--- src/rtl/fp_pkg.sv ---
// Shared definitions for the floating-point add/sub datapath.
//   - Default format widths (binary32) and the constants derived from them.
//   - Bit positions of the four exception flags in the flags vector.
//   - Operand classification enum used when unpacking operands.
package fp_pkg;

  localparam int unsigned DEF_EXP_W = 8;
  localparam int unsigned DEF_MAN_W = 23;

  // Derived constants for the default format; the datapath rebuilds its own
  // copies from its EXP_W/MAN_W parameters.
  localparam int unsigned DEF_BIAS     = (1 << (DEF_EXP_W - 1)) - 1;
  localparam int unsigned DEF_EXP_ONES = (1 << DEF_EXP_W) - 1;
  localparam logic [31:0] DEF_QNAN     = 32'h7FC0_0000;

  // flags = {invalid, overflow, underflow, inexact}
  localparam int unsigned FLAG_NV = 3;
  localparam int unsigned FLAG_OF = 2;
  localparam int unsigned FLAG_UF = 1;
  localparam int unsigned FLAG_NX = 0;

  typedef enum logic [2:0] {
    ZERO,
    NORM,
    INF,
    QNAN,
    SNAN
  } fp_class_e;

  // Exponent bias for an arbitrary exponent width.
  function automatic int unsigned fp_bias(input int unsigned exp_w);
    return (1 << (exp_w - 1)) - 1;
  endfunction

endpackage

--- src/rtl/fp_lzc.sv ---
// Leading-zero counter.
//   vec   : input vector, MSB first
//   count : number of zeros above the most significant set bit (WIDTH if vec == 0)
module fp_lzc #(
  parameter int unsigned WIDTH = 27,
  parameter int unsigned CNT_W = $clog2(WIDTH + 1)
) (
  input  logic [WIDTH-1:0] vec,
  output logic [CNT_W-1:0] count
);

  // Scan upward so the highest set bit makes the last assignment.
  always_comb begin
    count = CNT_W'(WIDTH);
    for (int i = 0; i < WIDTH; i++) begin
      if (vec[i]) begin
        count = CNT_W'(WIDTH - 1 - i);
      end
    end
  end

endmodule

--- src/rtl/fp_addsub_pipe.sv ---
// Three-stage pipelined IEEE-754 adder/subtractor, round-to-nearest-even, FTZ.
//   clk, rst             : clock, asynchronous active-high reset
//   in_valid / in_ready  : operand beat handshake
//   a, b, sub            : operands; sub=1 computes a-b
//   out_valid / out_ready: result handshake
//   result, flags        : rounded result, {invalid, overflow, underflow, inexact}
// Stages: S1 unpack/classify/align, S2 add/sub + LZC, S3 normalise/round/pack.
// A single global advance signal stalls every stage at once.
module fp_addsub_pipe
  import fp_pkg::*;
#(
  parameter  int unsigned EXP_W = 8,
  parameter  int unsigned MAN_W = 23,
  localparam int unsigned W     = 1 + EXP_W + MAN_W
) (
  input  logic         clk,
  input  logic         rst,
  input  logic         in_valid,
  output logic         in_ready,
  input  logic [W-1:0] a,
  input  logic [W-1:0] b,
  input  logic         sub,
  output logic         out_valid,
  input  logic         out_ready,
  output logic [W-1:0] result,
  output logic [3:0]   flags
);

  // Aligned significand: hidden bit, fraction, guard, round, sticky.
  localparam int unsigned SW  = MAN_W + 4;
  localparam int unsigned LZW = $clog2(SW + 1);
  // Working exponent: wide enough for +carry and -lz, MSB is the sign.
  localparam int unsigned XW  = ((EXP_W > LZW) ? EXP_W : LZW) + 2;
  localparam logic [EXP_W-1:0] EXP_ONES = '1;
  localparam logic [W-1:0]     QNAN_PAT = {1'b0, EXP_ONES, 1'b1, {(MAN_W - 1){1'b0}}};

  function automatic fp_class_e classify(input logic [W-2:0] mag);
    if (mag[W-2:MAN_W] == '0) begin
      return ZERO;
    end else if (mag[W-2:MAN_W] == EXP_ONES) begin
      if (mag[MAN_W-1:0] == '0) return INF;
      else if (mag[MAN_W-1])    return QNAN;
      else                      return SNAN;
    end
    return NORM;
  endfunction

  logic advance;
  assign advance  = !out_valid || out_ready;
  assign in_ready = advance;

  // ---------------------------------------------------------------- S1 comb
  fp_class_e        cls_a, cls_b;
  logic             sign_a, sign_b, swap;
  logic [W-2:0]     mag_a, mag_b, mag_x, mag_y;
  logic [EXP_W-1:0] diff;
  logic [SW-1:0]    x_sig, y_ext, y_shift, y_mask, y_aligned;
  logic             s1_spec;
  logic [W-1:0]     s1_spec_res;
  logic [3:0]       s1_spec_flags;

  always_comb begin
    cls_a  = classify(a[W-2:0]);
    cls_b  = classify(b[W-2:0]);
    sign_a = a[W-1];
    sign_b = b[W-1] ^ sub;
    // FTZ: a zero exponent means the whole magnitude is treated as zero.
    mag_a  = (cls_a == ZERO) ? '0 : a[W-2:0];
    mag_b  = (cls_b == ZERO) ? '0 : b[W-2:0];
    swap   = mag_b > mag_a;
    mag_x  = swap ? mag_b : mag_a;
    mag_y  = swap ? mag_a : mag_b;
    diff   = mag_x[W-2:MAN_W] - mag_y[W-2:MAN_W];
    x_sig  = {|mag_x[W-2:MAN_W], mag_x[MAN_W-1:0], 3'b000};
    y_ext  = {|mag_y[W-2:MAN_W], mag_y[MAN_W-1:0], 3'b000};

    y_shift = y_ext >> diff;
    y_mask  = ~({SW{1'b1}} << diff);
    if (32'(diff) >= MAN_W + 3) begin
      y_aligned = {{(SW - 1){1'b0}}, |y_ext};
    end else begin
      y_aligned = {y_shift[SW-1:1], y_shift[0] | (|(y_ext & y_mask))};
    end

    s1_spec       = 1'b1;
    s1_spec_res   = QNAN_PAT;
    s1_spec_flags = '0;
    if (cls_a inside {QNAN, SNAN} || cls_b inside {QNAN, SNAN}) begin
      s1_spec_flags[FLAG_NV] = (cls_a == SNAN) || (cls_b == SNAN);
    end else if (cls_a == INF && cls_b == INF && sign_a != sign_b) begin
      s1_spec_flags[FLAG_NV] = 1'b1;
    end else if (cls_a == INF) begin
      s1_spec_res = {sign_a, EXP_ONES, {MAN_W{1'b0}}};
    end else if (cls_b == INF) begin
      s1_spec_res = {sign_b, EXP_ONES, {MAN_W{1'b0}}};
    end else begin
      s1_spec = 1'b0;
    end
  end

  // ---------------------------------------------------------------- S1 regs
  logic             v1, spec1, sign1, zsign1, esub1;
  logic [W-1:0]     spec_res1;
  logic [3:0]       spec_flags1;
  logic [EXP_W-1:0] exp1;
  logic [SW-1:0]    sigx1, sigy1;

  always_ff @(posedge clk or posedge rst) begin
    if (rst) begin
      v1          <= 1'b0;
      spec1       <= 1'b0;
      spec_res1   <= '0;
      spec_flags1 <= '0;
      sign1       <= 1'b0;
      zsign1      <= 1'b0;
      esub1       <= 1'b0;
      exp1        <= '0;
      sigx1       <= '0;
      sigy1       <= '0;
    end else if (advance) begin
      v1          <= in_valid;
      spec1       <= s1_spec;
      spec_res1   <= s1_spec_res;
      spec_flags1 <= s1_spec_flags;
      sign1       <= swap ? sign_b : sign_a;
      // An exact-zero sum is -0 only when both effective signs are negative.
      zsign1      <= sign_a & sign_b;
      esub1       <= sign_a ^ sign_b;
      exp1        <= mag_x[W-2:MAN_W];
      sigx1       <= x_sig;
      sigy1       <= y_aligned;
    end
  end

  // ---------------------------------------------------------------- S2
  logic [SW:0]      s2_sum;
  logic [LZW-1:0]   s2_lz;

  // |x| >= |y| so the difference never goes negative.
  assign s2_sum = esub1 ? ({1'b0, sigx1} - {1'b0, sigy1}) : ({1'b0, sigx1} + {1'b0, sigy1});

  fp_lzc #(
    .WIDTH(SW),
    .CNT_W(LZW)
  ) u_lzc (
    .vec  (s2_sum[SW-1:0]),
    .count(s2_lz)
  );

  logic             v2, spec2, sign2, zsign2;
  logic [W-1:0]     spec_res2;
  logic [3:0]       spec_flags2;
  logic [EXP_W-1:0] exp2;
  logic [SW:0]      sum2;
  logic [LZW-1:0]   lz2;

  always_ff @(posedge clk or posedge rst) begin
    if (rst) begin
      v2          <= 1'b0;
      spec2       <= 1'b0;
      spec_res2   <= '0;
      spec_flags2 <= '0;
      sign2       <= 1'b0;
      zsign2      <= 1'b0;
      exp2        <= '0;
      sum2        <= '0;
      lz2         <= '0;
    end else if (advance) begin
      v2          <= v1;
      spec2       <= spec1;
      spec_res2   <= spec_res1;
      spec_flags2 <= spec_flags1;
      sign2       <= sign1;
      zsign2      <= zsign1;
      exp2        <= exp1;
      sum2        <= s2_sum;
      lz2         <= s2_lz;
    end
  end

  // ---------------------------------------------------------------- S3 comb
  logic [SW-1:0]    norm;
  logic [XW-1:0]    exp_n, exp_f;
  logic [MAN_W+1:0] mant_r;
  logic [MAN_W-1:0] frac_f;
  logic             round_up, inexact;
  logic [W-1:0]     s3_res;
  logic [3:0]       s3_flags;

  always_comb begin
    exp_n = XW'(exp2);
    if (sum2[SW]) begin
      // Carry out: shift right one, folding the dropped bit into sticky.
      norm  = {sum2[SW:2], sum2[1] | sum2[0]};
      exp_n = exp_n + XW'(1);
    end else begin
      norm  = sum2[SW-1:0] << lz2;
      exp_n = exp_n - XW'(lz2);
    end

    inexact  = |norm[2:0];
    round_up = norm[2] & (norm[1] | norm[0] | norm[3]);
    mant_r   = {1'b0, norm[SW-1:3]} + (MAN_W + 2)'(round_up);
    exp_f    = mant_r[MAN_W+1] ? exp_n + XW'(1) : exp_n;
    frac_f   = mant_r[MAN_W+1] ? mant_r[MAN_W:1] : mant_r[MAN_W-1:0];

    s3_flags = '0;
    if (spec2) begin
      s3_res   = spec_res2;
      s3_flags = spec_flags2;
    end else if (sum2 == '0) begin
      s3_res = {zsign2, {(W - 1){1'b0}}};
    end else if (exp_f[XW-1] || exp_f == '0) begin
      // Below min normal (exp_f is two's complement): flush to signed zero.
      s3_res             = {sign2, {(W - 1){1'b0}}};
      s3_flags[FLAG_UF]  = 1'b1;
      s3_flags[FLAG_NX]  = 1'b1;
    end else if (exp_f >= XW'(EXP_ONES)) begin
      s3_res             = {sign2, EXP_ONES, {MAN_W{1'b0}}};
      s3_flags[FLAG_OF]  = 1'b1;
      s3_flags[FLAG_NX]  = 1'b1;
    end else begin
      s3_res             = {sign2, exp_f[EXP_W-1:0], frac_f};
      s3_flags[FLAG_NX]  = inexact;
    end
  end

  // ---------------------------------------------------------------- S3 regs
  logic         v3;
  logic [W-1:0] result_q;
  logic [3:0]   flags_q;

  always_ff @(posedge clk or posedge rst) begin
    if (rst) begin
      v3       <= 1'b0;
      result_q <= '0;
      flags_q  <= '0;
    end else if (advance) begin
      v3       <= v2;
      result_q <= s3_res;
      flags_q  <= s3_flags;
    end
  end

  assign out_valid = v3;
  assign result    = result_q;
  assign flags     = flags_q;

endmodule

--- config.mk ---
export PLATFORM = sky130hd
export DESIGN_NAME = fp_addsub_pipe
export DESIGN_NICKNAME = d
export VERILOG_FILES = /design/src/rtl/fp_pkg.sv /design/src/rtl/fp_lzc.sv /design/src/rtl/fp_addsub_pipe.sv
export SDC_FILE = /design/constraint.sdc
export NUM_CORES = 1
export LEC_CHECK = 0
export BUFFER_PORTS_ARGS = -buffer_cell sky130_fd_sc_hd__buf_2
export CAP_MARGIN = 40
export CORE_MARGIN = 1.5
export CORE_UTILIZATION = 60
export CTS_BUF_LIST = sky130_fd_sc_hd__clkbuf_8
export CTS_CLUSTER_DIAMETER = 40
export DETAILED_ROUTE_END_ITERATION = 16
export GPL_TIMING_DRIVEN = 0
export PLACE_DENSITY_LB_ADDON = 0.1
export SYNTH_ARGS = -nofsm -noshare
export SYNTH_HDL_FRONTEND = slang
export SYNTH_SLANG_ARGS = --single-unit
--- constraint.sdc ---
create_clock -name clk -period 5.88 [get_ports clk]
set_input_delay 0.588 -clock clk [delete_from_list [all_inputs] [get_ports clk]]
set_output_delay 0.588 -clock clk [all_outputs]
set_load 0.1 [all_outputs]
==> metrics.md <==
| Metric | Value |
|---|---|
| Synth top cells by count | `nand2_1, nor2_1, dfrtp_1` |
| Largest area contributor in the netlist | `dfrtp_1` |
| Clk root buf | `clkbuf_8` |
| Clock slew at reported path FFs | `0.11 ns` |
| # nets final | `about 2200` |
| Dpl hpwl | `between 40000 and 50000 microns` |
| Placed Cells incl. Taps | `roughly 2400` |
| DRT Wirelength | `between 50000 and 60000 microns` |
| Gate power share | `67.4%` |
| Psw | `around 0.0047 W` |
| Total clock sinks | `154` |
| Reg power frac | `a little over a fifth` |
| CTS tree | `yes` |
| DR vias | `about 16000` |
| Clk pwr share | `a little over a tenth` |
| Post-synth EDFFs | `0` |
| Max FO, Critical Path | `12` |
| Die Area | `26870 sq um` |
| MaxCap Viol Count | `0` |
| Final cycle utilization of the critical path | `97.63%` |
| Via density per instance | `slightly below 7` |
| Worst EP arrival | `roughly 6 ns` |
| Standard-cell rows | `just under 60` |
| Setup TNS | `0 ns` |
| Static Leak | `between 7 and 8 nW` |
| Critical path class | `flip-flop to flip-flop` |
| Most frequent CP cell | `buf_6` |
| Worst-margin pin slew | `1.024 ns` |
| Register area share after synthesis | `about a quarter` |
| Slew headroom | `just over 30%` |
| Buffer depth of the longest clock path | `2` |
| First-pass GRT wire length | `roughly 86000 microns` |
| Detailed Route Iter0 Violations | `2100` |
| Most common cell in the synthesized netlist | `nand2_1` |
| Clk_lat worst skew | `around 0.49 ns` |
| Max incr delay on CP | `0.64 ns` |
| Hold Violations, Final | `0` |
| DRC Markers | `0` |
| CTS H-tree lvls | `4` |
| Final Max Tran Viols | `0` |
| DR pass1 iterations | `9` |
| Wire length per cell | `~23 microns` |
| Worst path slowest cell | `dfrtp_1` |
| Die X | `around 160 microns` |
| HP Class | `input port to async pin` |
| Post-route clock skew | `around 0.027 ns` |
| FMAX | `around 0.17 GHz` |
| P per Cell Area | `between 400 and 500 nW/um^2` |
| Avg Cell Area, Syn | `about 8.0 sq um` |
| Area Overhead vs Synth | `13.75%` |
| Placeable Area | `25330 sq um` |
| Post-layout util | `between 60% and 70%` |
| Non-Filler Cell Area, Final | `17670 sq um` |
| Top_reg_cell synth | `dfrtp_1` |
| P_int | `between 0.003 and 0.004 W` |
| Critical path, cell by cell | `clkbuf_2 -> buf_2 -> clkbuf_2 -> buf_2 -> a22oi_1 -> a21oi_1 -> ha_1 -> ha_1 -> nand3_1 -> nor4b_4 -> nand3_4 -> or4_4 -> buf_6 -> nor4_2 -> xnor2_1 -> o2111ai_2 -> and3b_1 -> buf_6 -> buf_6 -> a32o_1` |
| Starting Density | `approximately three fifths` |
| Peak supply drop | `~0.00067 V` |
| Ys Warns | `0` |
| Share of layout cells above drive strength 1 | `between 10% and 20%` |
| Buffers added on ports | `106` |
| GRT Total Usage | `a little over two fifths` |
| Yosys cell types | `90` |
| Vias in the first global route | `about 15000` |
| Crit path time final | `5.740 ns` |
| Switching share of power | `between 50% and 60%` |
| Crit-path leading delay family | `simple AND/OR/NAND/NOR gates` |
| Post-synthesis instance area | `15540 sq um` |
| Largest net degree at the start of global routing | `90` |
| IO Pins | `107` |
| Routability cong. | `between 1 and 1.5` |
| Syn_nets | `2092` |
| CP Launch Type | `flip-flop` |
| Final ANT Viol Nets | `0` |
| Initial antenna violation count | `0` |
| Total congestion overflow | `0` |
| Hold WS | `roughly 0.17 ns` |
| Crit end category | `flip-flop` |
| # setup viols final | `0` |
| Top cell type's share of synthesized area | `between 20% and 30%` |
| Fin cells | `~2400` |
| Hold buffers post-CTS | `0` |
| Worst endpoint required time | `between 6 and 7 ns` |
| Status | `completed` |
| Antenna Diode Count | `0` |
| Buffers & Inverters on Critical Path | `7` |
| CTS Buf Count | `17` |
| Ys async rst share | `100.0%` |
| Die H | `163.9 microns` |
| Synth top area cells | `dfrtp_1, ha_1, nand2_1` |
| Flop and latch count out of synthesis | `about 150` |
| Area after DPL | `16800 sq um` |
| Mapped Cells | `roughly 1900` |
-- stage by stage --
| stage | setup slack (ns) | power [W] |
|---|---|---|
| 6_report | 0.1396 | 0.008504 |
| 4_1_cts | 0.02640 | 0.008309 |
| 2_1_floorplan | 0.003174 | 0.005888 |
| 5_1_grt | -0.03530 | 0.008925 |
| 3_3_place_gp | -1.655 | 0.007198 |
| 3_5_place_dp | -1.662 | 0.007301 |
-- power by group through the flow --
stage / clock network [W] / registers [W] / logic [W]
2_1_floorplan: 0 / 0.00252 / 0.00337
3_3_place_gp: 0 / 0.00180 / 0.00540
3_5_place_dp: 0 / 0.00182 / 0.00548
4_1_cts: 0.000929 / 0.00180 / 0.00558
5_1_grt: 0.000976 / 0.00187 / 0.00608
6_report: 0.000937 / 0.00183 / 0.00574
-- what timing repair did --
action                     CTS  global route
resized for setup           42            19
pin swaps                   16            11
cloned                       2             1
setup endpoints to repair   61            58
setup buffers               17             9
-- path summary, 6_finish.rpt --
kind / from / endpoint / slack [ns] / cells past startpoint
min in group clk: in_valid / v1 / 0.32 / 3
worst min register to register: v2 / out_valid / 0.44 / 1
worst max-delay path: sum2[27] / result[3] / 0.14 / 20
worst max register to register: sum2[27] / result[3] / 0.14 / 20
max in group asynchronous: rst / sigx1[11] / 4.81 / 3
worst min-delay path: rst / sigy1[11] / 0.17 / 2
-- routing by layer --
metal	GRT usage (%)	share of wire, %	vias up
li1	-	-	7350
met3	6.313	9.2	252
met1	51.91	38	7757
met4	25.08	6.5	0
met2	69.06	47	1107
met5	0	0	-
-- final cells by class --
type / instances / area, sq um
Timing Repair Buffer: 138 / 822.0
Sequential cell: 154 / 3854
Clock buffer: 17 / 234.0
Buffer: 116 / 635.6
Fill cell: 2047 / 7655
Tap cell: 330 / 412.9
Inverter: 117 / 444.2
Clock inverter: 15 / 210.2
Multi-Input combinational cell: 1536 / 11060
-- kinds of logic after synthesis --
logic type	Yosys count	share of synthesized area, %
AO/OA/AOI/OAI	539	23.28
flip-flops	154	24.80
AND/OR/NAND/NOR	693	20.79
multiplexers	144	13.44
buffers and inverters	241	6.378
adder cells (fa/ha/maj)	93	7.586
XOR/XNOR	66	3.721
-- state kept, by name, summed over array words and instances (netlist names), 3 cells and up --
name	count
result	32
sum2	28
sigy1	27
sigx1	24
exp1	8
exp2	8
lz2	5
flags	4
spec_res1	3
spec_res2	3
-- layout by cell type, fill, tap and decap left out, types with 15 or more instances in the layout --
| cell | netlist | layout |
|---|---|---|
| o31ai_1 | 17 | 16 |
| ha_1 | 91 | 87 |
| nand2_1 | 285 | 273 |
| mux4_2 | 43 | 43 |
| dfrtp_1 | 154 | 154 |
| o22ai_1 | 20 | 20 |
| clkbuf_8 | 0 | 20 |
| nand2b_1 | 20 | 20 |
| clkbuf_1 | 88 | 67 |
| a31oi_1 | 37 | 35 |
| buf_4 | 5 | 32 |
| a21oi_1 | 103 | 103 |
| buf_1 | 19 | 15 |
| a211oi_1 | 33 | 30 |
| nor2b_1 | 17 | 17 |
| mux2i_1 | 74 | 69 |
| a21o_1 | 27 | 27 |
| inv_1 | 114 | 112 |
| nand4_1 | 16 | 16 |
| and2_1 | 22 | 17 |
| o21ai_0 | 131 | 127 |
| a22o_1 | 17 | 17 |
| nor4_1 | 35 | 29 |
| nor2_1 | 166 | 163 |
| nor3_1 | 34 | 34 |
| xor2_1 | 27 | 27 |
| buf_2 | 5 | 114 |
| xnor2_1 | 39 | 36 |
| mux2_2 | 22 | 22 |
| nand3_1 | 30 | 30 |
Power figures use the tool's default switching activity.
